$ cat src/rtl/pds_det_seq.sv
// pds_det_seq: detection sequencer in front of the power delivery controller.
// It picks the eligible port with the highest priority, drives a one-hot
// probe for DET_CYCLES clocks, samples the sense result, and latches det.
// After each successful detection it waits in HOLD so that det rising
// edges, and the port turn-ons that follow them, are serialized.
// Optional feature: define PDS_DET_SEQ_RETRY_LIMIT_EN to flag a port in
// fault after three consecutive failed probes and stop probing it until
// its req drops.
module pds_det_seq #(
  parameter int NUM_PORTS      = 4,
  parameter int DET_CYCLES     = 8,
  parameter int STAGGER_CYCLES = 16
) (
  input  logic                   clk,
  input  logic                   rst_n,
  input  logic [NUM_PORTS-1:0]   req,
  input  logic [2*NUM_PORTS-1:0] prio,
  input  logic [NUM_PORTS-1:0]   sense,
  input  logic                   ports_off,
  output logic [NUM_PORTS-1:0]   probe,
  output logic [NUM_PORTS-1:0]   det,
  output logic                   busy,
  output logic [NUM_PORTS-1:0]   fault
);

  localparam int MAX_CYCLES = (DET_CYCLES > STAGGER_CYCLES) ? DET_CYCLES : STAGGER_CYCLES;
  localparam int CNT_W      = $clog2(MAX_CYCLES) + 1;
  localparam int PTR_W      = $clog2(NUM_PORTS);

  localparam logic [CNT_W-1:0] DET_LOAD  = CNT_W'(DET_CYCLES - 1);
  localparam logic [CNT_W-1:0] STAG_LOAD = CNT_W'(STAGGER_CYCLES - 1);
  localparam logic [CNT_W-1:0] CNT_ONE   = CNT_W'(1);

  typedef enum logic [1:0] {
    IDLE   = 2'd0,
    PROBE  = 2'd1,
    SAMPLE = 2'd2,
    HOLD   = 2'd3
  } state_t;

  state_t                state_q, state_d;
  logic [CNT_W-1:0]      cnt_q, cnt_d;
  logic [PTR_W-1:0]      ptr_q, ptr_d;
  logic [NUM_PORTS-1:0]  probe_d;
  logic [NUM_PORTS-1:0]  det_d;
  logic [NUM_PORTS-1:0]  fault_d;
  logic                  busy_d;

  logic [NUM_PORTS-1:0]  eligible;
  logic                  sel_valid;
  logic [PTR_W-1:0]      sel_ptr;
  logic [1:0]            sel_prio;

  assign eligible = req & ~det & ~fault;

  // Priority pick: highest prio wins, strict compare keeps the lowest index on ties.
  always_comb begin
    // NOTE: every variable written here gets a default first, so no path
    // leaves a value unassigned and no latch is inferred.
    sel_valid = 1'b0;
    sel_ptr   = '0;
    sel_prio  = '0;
    for (int i = 0; i < NUM_PORTS; i++) begin
      if (eligible[i] && (!sel_valid || (prio[2*i +: 2] > sel_prio))) begin
        sel_valid = 1'b1;
        sel_ptr   = PTR_W'(i);
        sel_prio  = prio[2*i +: 2];
      end
    end
  end

  // Sequencer next-state, counter, pointer, probe and det update.
  always_comb begin
    state_d = state_q;
    cnt_d   = cnt_q;
    ptr_d   = ptr_q;
    probe_d = probe;
    // A dropped request clears its det bit on the next clock in any state.
    det_d   = det & req;

    if (ports_off) begin
      state_d = IDLE;
      cnt_d   = '0;
      probe_d = '0;
      det_d   = '0;
    end else begin
      unique case (state_q)
        IDLE: begin
          if (sel_valid) begin
            ptr_d          = sel_ptr;
            cnt_d          = DET_LOAD;
            probe_d        = '0;
            probe_d[sel_ptr] = 1'b1;
            state_d        = PROBE;
          end
        end
        PROBE: begin
          if (!req[ptr_q]) begin
            // Requester went away mid-probe: abandon without touching det.
            probe_d = '0;
            cnt_d   = '0;
            state_d = IDLE;
          end else if (cnt_q == '0) begin
            probe_d = '0;
            state_d = SAMPLE;
          end else begin
            cnt_d = cnt_q - CNT_ONE;
          end
        end
        SAMPLE: begin
          probe_d = '0;
          if (!req[ptr_q]) begin
            state_d = IDLE;
          end else if (sense[ptr_q]) begin
            det_d[ptr_q] = 1'b1;
            cnt_d        = STAG_LOAD;
            state_d      = HOLD;
          end else begin
            state_d = IDLE;
          end
        end
        HOLD: begin
          if (cnt_q == '0) begin
            state_d = IDLE;
          end else begin
            cnt_d = cnt_q - CNT_ONE;
          end
        end
        default: begin
          state_d = IDLE;
          cnt_d   = '0;
          probe_d = '0;
        end
      endcase
    end

    busy_d = (state_d != IDLE);
  end

`ifdef PDS_DET_SEQ_RETRY_LIMIT_EN
  logic [NUM_PORTS-1:0][1:0] fail_q, fail_d;
  logic                      sample_live;

  // A sample counts only when it is neither overridden by ports_off nor aborted by a req drop.
  assign sample_live = (state_q == SAMPLE) && !ports_off && req[ptr_q];

  // Consecutive-failure tracking and fault flagging per port.
  always_comb begin
    fail_d  = fail_q;
    fault_d = fault;
    if (sample_live) begin
      if (sense[ptr_q]) begin
        fail_d[ptr_q] = 2'd0;
      end else begin
        fail_d[ptr_q] = fail_q[ptr_q] + 2'd1;
        if (fail_q[ptr_q] == 2'd2) begin
          fault_d[ptr_q] = 1'b1;
        end
      end
    end
    for (int i = 0; i < NUM_PORTS; i++) begin
      if (!req[i]) begin
        fail_d[i]  = 2'd0;
        fault_d[i] = 1'b0;
      end
    end
  end

  // Failure counters; the array is small, so it is reset with everything else.
  always_ff @(posedge clk or negedge rst_n) begin
    if (!rst_n) begin
      // NOTE: this counter array is explicitly reset; a port must never start
      // with a stale failure count that could fault it early.
      fail_q <= '0;
    end else begin
      fail_q <= fail_d;
    end
  end
`else
  // Without the retry limit a failed port is simply retried forever.
  always_comb begin
    fault_d = '0;
  end
`endif

  // State and output registers.
  always_ff @(posedge clk or negedge rst_n) begin
    if (!rst_n) begin
      state_q <= IDLE;
      cnt_q   <= '0;
      ptr_q   <= '0;
      probe   <= '0;
      det     <= '0;
      busy    <= 1'b0;
      fault   <= '0;
    end else begin
      // NOTE: non-blocking assignments so every register samples the
      // pre-edge values computed by the combinational block.
      state_q <= state_d;
      cnt_q   <= cnt_d;
      ptr_q   <= ptr_d;
      probe   <= probe_d;
      det     <= det_d;
      busy    <= busy_d;
      fault   <= fault_d;
    end
  end

endmodule

$ cat config.mk
export PLATFORM = sky130hd
export DESIGN_NAME = pds_det_seq
export DESIGN_NICKNAME = d
export VERILOG_FILES = /design/src/rtl/pds_det_seq.sv
export SDC_FILE = /design/constraint.sdc
export NUM_CORES = 1
export LEC_CHECK = 0
export CAP_MARGIN = 15
export CORE_ASPECT_RATIO = 0.7
export CORE_UTILIZATION = 51
export CTS_CLUSTER_DIAMETER = 150
export DETAILED_ROUTE_END_ITERATION = 8
export GPL_ROUTABILITY_DRIVEN = 1
export GPL_TIMING_DRIVEN = 0
export MAX_ROUTING_LAYER = met4
export PLACE_DENSITY_LB_ADDON = 0.1
export SLEW_MARGIN = 10
export SYNTH_ARGS = -nofsm -noshare
export SYNTH_HDL_FRONTEND = slang
export SYNTH_SLANG_ARGS = --single-unit
$ cat constraint.sdc
create_clock -name clk -period 5.75 [get_ports clk]
set_input_delay 1.15 -clock clk [delete_from_list [all_inputs] [get_ports clk]]
set_output_delay 1.15 -clock clk [all_outputs]
set_load 0.03 [all_outputs]
After elaboration in Yosys (flattened, before gate mapping)
Index checks and enable logic that the tools add are counted.

Flip-flop bits (word level): 18. Input port bits: 19. Output and inout port bits: 13. Word-level logic and storage cells: 86.

Add/subtract/negate cells: 1. Order comparisons: 7. Equality and inequality tests: 7. Multiplexer cells: 42. Bitwise logic cells: 5. Reduce and logical (&&, ||, !) cells: 18.

Operator list (number): 4-bit 2-to-1 mux (8); 5-bit 2-to-1 mux (6); 2-bit 2-to-1 mux (12); 5-bit case mux with 4 select lines (1); 4-bit case mux with 3 select lines (1); 1-bit 2-to-1 mux (9); 3-bit != test, second input constant (3); 3-bit AND reduction (3); 4-bit AND (2); 2-bit case mux with 4 select lines (1); 2-bit > comparator (3); 2-bit by 3-bit < comparator with 1-bit output, second input constant (2); 1-bit logical AND (5); 5-bit logical NOT (1); 5-bit by 1-bit subtractor with 5-bit output, second input constant (1); 1-bit binary-select mux with 2-bit select (2); 1-bit demux with 2-bit select (2); 2-bit equality test, second input constant (2); 2-bit by 1-bit >= comparator with 1-bit output, second input constant (2); 4-bit != test, second input constant (1); 4-bit inverter (1); 4-bit OR (1); 4-bit nonzero test (1); 1-bit logical NOT (3); 5 further kinds (7).

Longest topological paths before layout
Gate-level depths: netlist of the first run.

Depth in word-level cells: 22. Mapped depth: 18. Depth with buffers taken out: 18.

Worst setup path after synthesis of the first run
Ideal clock, no wire load.

Path type: input-to-reg. Start: in req[0]. End: reg probe[0]. Setup time: 0.065 ns. Arrival time: 4.700 ns. Required time: 5.685 ns. Path slack: 0.985 ns. Cell stages on the path: 18. Path buffers: 0. Cells stage by stage: nor2b_4 nand2_1 ha_1 nor2b_1 o21ai_0 a21bo_2 mux2_1 ha_1 nor2b_1 a2bb2oi_1 o21a_1 mux2_2 ha_1 nor2b_1 a2bb2oi_1 o21a_1 nor4b_1 mux2_4.

Word-level cells in the longest chain between the ends: 21. Elaborated cells on any way between the ends: 37. Classes of those cells: 5 x order compare; 2 x eq/ne; 18 x mux; 1 x bitwise; 11 x reduce/logical.

Ends and longest elaborated chain: from (decl) (RTL line 16) `input logic [NUM_PORTS-1:0] req,`; 4-bit AND (RTL line 54) `assign eligible = req & ~det & ~fault;`; 2-bit 2-to-1 mux / 1-bit 2-to-1 mux (equally long branches) (RTL line 64) `if (eligible[i] && (!sel_valid || (prio[2*i +: 2] > sel_prio))) begin`; 2-bit > comparator / 1-bit logical NOT (equally long branches) (RTL line 64); 1-bit logical OR (RTL line 64); 1-bit logical AND (RTL line 64); 2-bit 2-to-1 mux / 1-bit 2-to-1 mux (equally long branches) (RTL line 64); 2-bit > comparator / 1-bit logical NOT (equally long branches) (RTL line 64); 1-bit logical OR (RTL line 64); (+5 left out); 2-bit 2-to-1 mux (RTL line 64); 2-bit by 3-bit < comparator with 1-bit output (not written as such) / 2-bit by 1-bit >= comparator with 1-bit output (equally long branches) (RTL line 93) `probe_d[sel_ptr] = 1'b1;`; 1-bit logical AND (not written as such) (RTL line 93); 1-bit 2-to-1 mux (not written as such) (RTL line 93); 1-bit demux with 2-bit select (RTL line 93); 4-bit 2-to-1 mux (RTL line 89) `if (sel_valid) begin`; 4-bit case mux with 3 select lines (RTL line 87) `unique case (state_q)`; 4-bit 2-to-1 mux (RTL line 81) `if (ports_off) begin`; to (signal assigned) (RTL line 202) `probe <= probe_d;`; to (decl) (RTL line 20) `output logic [NUM_PORTS-1:0] probe,`.

Parallel ways exist; a longest one is shown, timed or not. The select of a mux whose other input is x is not followed. A chain may end at the register's enable or synchronous reset.

Worst setup path after layout of the first run
Start: in req[0]. End: reg probe[1].

The elaborated chain is that of the path after synthesis.

==> metrics.md, run 1 <==
| Metric | Value |
|---|---|
| Number of synthesized flops with an enable pin | 0 |
| Initial antenna violation count | 0 |
| Vias per cell | 5.83 |
| Reg2reg start | det[0] |
| Most common cell in the synthesized netlist | dfrtp_1 |
| Root Buffer | clkbuf_8 |
| GR Util met2 | 39.0% |
| Register area share after synthesis | 29.1% |
| Clock transition at the registers of the reported paths | 70 ps |
| Peak supply drop | 0.217 mV |
| Req. time, crit path | 5900 ps |
| Hold slack | 522 ps |
| Top post-synthesis cells by area | dfrtp_1, ha_1, mux2_4 |
| Layout cells sized above 1 | 20.2% |
| Slowest stage cell on the critical path | clkdlybuf4s50_1 |
| Slew @ Worst Pin | 836 ps |
| Worst Hold Class | register to register |
| # H-tree levels | 1 |
| Final worst-path cycle share | 94.2% |
| Global-route wire length before repair | 5790 um |
| Final min period | 5420 ps |
| Wire length per cell | 15.5 um |
| Post-synth ARST share | 100% |
| Dominant cell type by area after synthesis | dfrtp_1 |
| Inserted Diodes | 0 |
| Input/output buffers | 26 |
| Final net count | 224 |
| Critical path cell sequence | clkdlybuf4s50_1, nor2b_4, nand2_1, ha_1, nor2b_1, o21ai_0, a21bo_2, mux2_1, ha_1, nor2b_1, a2bb2oi_1, o21a_2, mux2_2, ha_1, nor2b_1, a2bb2oi_1, o21a_1, nor4_1, mux2_4 |
| Die area | 0.00327 mm^2 |
| Post-DP Area | 0.00187 mm^2 |
| FF+latch count, synth | 18 |
| Static Leak | 0.000829 uW |
| Synthesis Warnings | 0 |
| DRC | 0 |
| Met1 usage | 34.0% |
| Pre-antenna DRT Iters | 4 |
| Power per standard cell area | 341 mW/mm^2 |
| Synth Instances | 160 |
| Register area | 450 um^2 |
| Slew headroom | 44.1% |
| Worst Path Class, Setup | input pin to register |
| Largest net degree at the start of global routing | 19 |
| Status | finished clean |
| Post-CTS Setup Bufs | 0 |
| Layout fillers | 241 |
| DIE HEIGHT | 48.1 um |
| 1st-iter DRT viols | 133 |
| Met3 usage | 6.54% |
| Final max-slew violation count | 0 |
| Critical path launch point | req[0] |
| Num CTS Buffers | 3 |
| Primary FF master, synth | dfrtp_1 |
| # clock sinks | 18 |
| Power Total | 655 uW |
| Congestion Overflow GR | 0 |
| Crit path DAT | 5560 ps |
| Site Rows | 16 |
| Endpoints failing hold | 0 |
| Most frequent cells after synthesis | dfrtp_1, inv_1, ha_1 |
| Hold path startpoint | probe[2] |
| P&R area growth vs syn | 24.1% |
| Total number of vias | 1336 |
| RSZ-0062 raised after global routing | no |
| Crit Path Max Fanout | 7 |
| WL final | 3550 um |
| Die width | 67.9 um |
| Multi-input logic area | 983 um^2 |
| Syn Area/Cell | 9.69 um^2 |
| Worst skew pair latency | 260 ps |
| Area share of the largest cell type after synthesis | 29.1% |
| # IOs | 32 |
| Final RePlAce weighted congestion | 0.853 |
| CTS Hold Bufs | 0 |
| Gr usage total | 25.1% |
| Vias in the first global route | 1209 |
| Crit end category | register |
| Gr busiest metal | met2 |
| Post-Syn Area | 0.00155 mm^2 |
| Skew final | 1.87 ps |
| Remaining antenna violation count | 0 |
| DPL Wire Length | 2740 um |
| Final setup slack of the worst path | 332 ps |
| CTS tree | yes |
| Final setup viols | 0 |
| Max Cap Viol | 0 |
| Initial core utilization | 54.5% |
| Post-place setup slack | -6.19 ps |
| Synth cell types | 51 |
| Fin area | 0.00192 mm^2 |
| Slowest cell delay on critical path | 540 ps |
| Core ar. | 0.00284 mm^2 |
| Setup crit start kind | input pin |
| Fmax | 185 MHz |
| Fin util | 67.6% |
| Maximum root-to-sink buffer count | 2 |
flip-flops by register name (all words and copies together) (netlist names):
signal,cells
busy,1
cnt_q,5
det,4
probe,4
ptr_q,2
state_q,2
repair_timing:
item,in CTS,in global routing
endpoints found under the setup margin,0,4
resized for setup,0,1
endpoints found under the hold margin,0,0
kinds of logic after synthesis:
logic type      after synthesis  synth area share [%]
compound gates               40                  21.1
fa+ha+maj                    11                  8.88
buf+inv                      24                  8.31
flops                        18                  29.1
mux                          10                  8.72
other cells                   1                 0.242
simple gates                 56                  23.6
critical path, delay by kind of cell:
kind	cells	cell delay [ps]
AO/OA/AOI/OAI	6	1150
multiplexers	3	1000
adder cells (fa/ha/maj)	3	880
AND/OR/NAND/NOR	6	840
buffers and inverters	1	540
stage by stage:
stage / cells / TNS [ps]
2_1_floorplan: 163 / 0
3_3_place_gp: 225 / 0
3_5_place_dp: 225 / -16.4
4_1_cts: 229 / 0
5_1_grt: 229 / 0
6_report: 229 / 0
layer usage:
metal | up-vias | routed length, um
met5 | - | 0
met4 | 0 | 11
met3 | 3 | 260
met2 | 59 | 1550
met1 | 627 | 1730
li1 | 647 | -
cells in the final DEF (no fill, tap or decap), types with 3 or more instances in the layout:
master / n
a31oi_1: 4
clkdlybuf4s50_1: 26
nor2_1: 8
mux2_4: 6
inv_1: 14
o21ai_0: 4
o21a_1: 3
buf_4: 6
nand2_1: 7
dfrtp_1: 18
o21ai_1: 7
clkbuf_8: 4
a21oi_1: 5
ha_1: 11
nor3b_1: 5
nor3_1: 8
nor4_1: 3
conb_1: 4
nor2b_1: 4
area by class of cell:
type	count	area share, %
clock buffers	4	2.86
multi-input cells	121	51.1
well taps	36	2.34
plain buffers	10	3.97
repair buffers	26	13.5
inverters	14	2.73
flip-flops and latches	18	23.4
report_power, final:
part | switching [uW] | total, uW | internal [uW]
sequential | 23.6 | 179 | 155
combinational | 204 | 369 | 165
clock | 46.4 | 107 | 61.0
total | 275 | 655 | 381
path summary, 6_finish.rpt:
| path | end | slack, ps | cells after the start |
|---|---|---|---|
| max | probe[1] | 330 | 19 |
| min | probe[2] | 520 | 1 |
| max reg2reg | probe[1] | 1390 | 18 |
| min reg2reg | probe[2] | 520 | 1 |
| max in group asynchronous | probe[2] | 3870 | 1 |
| min in group asynchronous | cnt_q[0] | 1370 | 1 |
No activity file was read; power rests on OpenSTA's default activity.
==> run 2, diff against run 1 <==
RECOVER_POWER = 25   (was default)
==> run 2 against run 1 <==
Against the previous run: clock-buffer cell count did not move; sequential cell count unchanged; routed wire length down 0.17%; via count shrank 0.97%; clock skew grew 1.2 ps; clock power hardly changed; global-route usage stayed put; critical path depth is the same; critical endpoint unchanged; total power about the same.
==> metrics.md, run 2 (same netlist as run 1, synthesis figures left out) <==
| Metric | Value |
|---|---|
| Status | finished clean |
| # clock sinks | 18 |
| P&R area growth vs syn | 24.1% |
| Largest net degree at the start of global routing | 19 |
| Final min period | 5410 ps |
| CTS Hold Bufs | 0 |
| Maximum root-to-sink buffer count | 2 |
| Crit path DAT | 5560 ps |
| Top reg by flops | cnt_q |
| Initial core utilization | 54.5% |
| Core ar. | 0.00284 mm^2 |
| Input/output buffers | 26 |
| DPL Wire Length | 2740 um |
| RSZ-0062 raised after global routing | no |
| Final max-slew violation count | 0 |
| Vias in the first global route | 1209 |
| Power Total | 655 uW |
| Global-route wire length before repair | 5790 um |
| Post-DP Area | 0.00187 mm^2 |
| Fmax | 185 MHz |
| Root Buffer | clkbuf_8 |
| Initial antenna violation count | 0 |
| Worst Hold Class | register to register |
| Final net count | 224 |
| Switching share of total power | 42.0% |
| Final setup viols | 0 |
| # IOs | 32 |
| Congestion Overflow GR | 0 |
| Worst Path Class, Setup | input pin to register |
| Metal2 WL | 1540 um |
| Peak supply drop | 0.217 mV |
| Vias per cell | 5.78 |
| Final RePlAce weighted congestion | 0.853 |
| CTS tree | yes |
| Pre-antenna DRT Iters | 4 |
| Uppermost layer routed | met4 |
| DRC | 0 |
| Power per standard cell area | 340 mW/mm^2 |
| Layout fillers | 241 |
| Final setup slack of the worst path | 339 ps |
| Largest register FFs | 5 |
| Slew @ Worst Pin | 845 ps |
| FF-to-FF End | probe[1] |
| Worst reg2reg path depth | 18 |
| R2R Setup Slk | 1390 ps |
| Die area | 0.00327 mm^2 |
| Gr usage total | 25.1% |
| Wire length per cell | 15.5 um |
| Met1 WL | 1740 um |
| Inserted Diodes | 0 |
| Clock Power Share | 16.5% |
| Hold slack | 522 ps |
| Final worst-path cycle share | 94.1% |
| WL final | 3550 um |
| DIE HEIGHT | 48.1 um |
| Pint | 380 uW |
| 1st-iter DRT viols | 135 |
| Post-place setup slack | -6.19 ps |
| Crit end category | register |
| Static Leak | 0.000830 uW |
| Setup crit start kind | input pin |
| Combinational group share of total power | 56.2% |
| Site Rows | 16 |
| Skew final | 3.09 ps |
| Most common cell after layout, fill and taps aside | clkdlybuf4s50_1 |
| Req. time, crit path | 5900 ps |
| Reg2reg start | det[0] |
| Critical path launch point | req[0] |
| Largest registers | cnt_q: 5 flops, det: 4 flops, probe: 4 flops |
| Fin area | 0.00192 mm^2 |
| Max Cap Viol | 0 |
| # H-tree levels | 1 |
| Slew headroom | 43.5% |
| Worst setup endpoint | probe[1] |
| Die width | 67.9 um |
| Sequential power share | 27.3% |
| Remaining antenna violation count | 0 |
| Endpoints failing hold | 0 |
| Net Switching | 275 uW |
| Num CTS Buffers | 3 |
| Worst skew pair latency | 260 ps |
| Crit Path Max Fanout | 7 |
| Setup TNS | 0 ps |
| Metal3 WL | 254 um |
| Clock transition at the registers of the reported paths | 70 ps |
| Layout cells sized above 1 | 20.2% |
| Most frequent cells in the layout | clkdlybuf4s50_1, dfrtp_1, inv_1, ha_1 |
| Total number of vias | 1323 |
## run 2: changes by cell type in the layout (fill, tap and decap cells not counted)
cell and change:
dlygate4sd3_1 +5, clkdlybuf4s50_1 -5
## run 2: critical path: stages
cell             delay, ps
clkdlybuf4s50_1        530
nor2b_4                260
nand2_1                100
ha_1                   290
nor2b_1                130
o21ai_0                130
a21bo_2                220
mux2_1                 380
ha_1                   300
nor2b_1                130
a2bb2oi_1              170
o21a_2                 210
mux2_2                 350
ha_1                   290
nor2b_1                140
a2bb2oi_1              220
o21a_1                 200
nor4_1                  70
mux2_4                 270
## run 2: power groups by stage
stage | Combinational [uW] | Sequential, uW | Clock [uW]
global placement | 353 | 178 | 0
floorplan | 265 | 191 | 0
CTS | 368 | 178 | 109
finish | 368 | 179 | 108
detailed placement | 364 | 181 | 0
global route | 404 | 183 | 114
## run 2: through the flow
stage | util [%] | instances
floorplan | - | 163
global placement | 65.7 | 225
detailed placement | 65.7 | 225
CTS | 67.6 | 229
global route | 67.6 | 229
finish | 67.6 | 229
## run 2: worst min path at each step
stage / cells past startpoint / endpoint / slack, ps / start
finish: 1 / probe[2] / 520 / probe[2]
global route: 1 / probe[3] / 540 / probe[3]
CTS: 1 / probe[2] / 530 / probe[2]
detailed placement: 1 / probe[2] / 510 / probe[2]
global placement: 1 / probe[1] / 500 / probe[1]
floorplan: 2 / cnt_q[0] / 490 / cnt_q[0]
## run 2: metal layers
metal | GRT usage (%) | vias up
li1 | - | 646
met1 | 34.0 | 617
met2 | 39.0 | 57
met3 | 6.54 | 3
met4 | 2.50 | 0
met5 | - | -
## run 2: timing repair
action | in CTS | in global routing
setup endpoints to repair | 0 | 4
buffers inserted | 0 | 0
hold endpoints to repair | 0 | 0
gates resized for setup | 0 | 1
## run 2: cell type report
cell class | instances | area [um^2] | area share, %
sequential | 18 | 450 | 23.4
inverter | 14 | 52.6 | 2.73
tap | 36 | 45.0 | 2.34
buffer | 10 | 76.3 | 3.97
timing repair buffer | 26 | 260 | 13.5
multi-input combinational | 121 | 983 | 51.1
clock buffer | 4 | 55.1 | 2.86
==> run 3, diff against run 2 <==
CAP_MARGIN = default   (was 15)
==> results of run 3 <==
Final layout, timing and power as in run 2 (identical DEF).
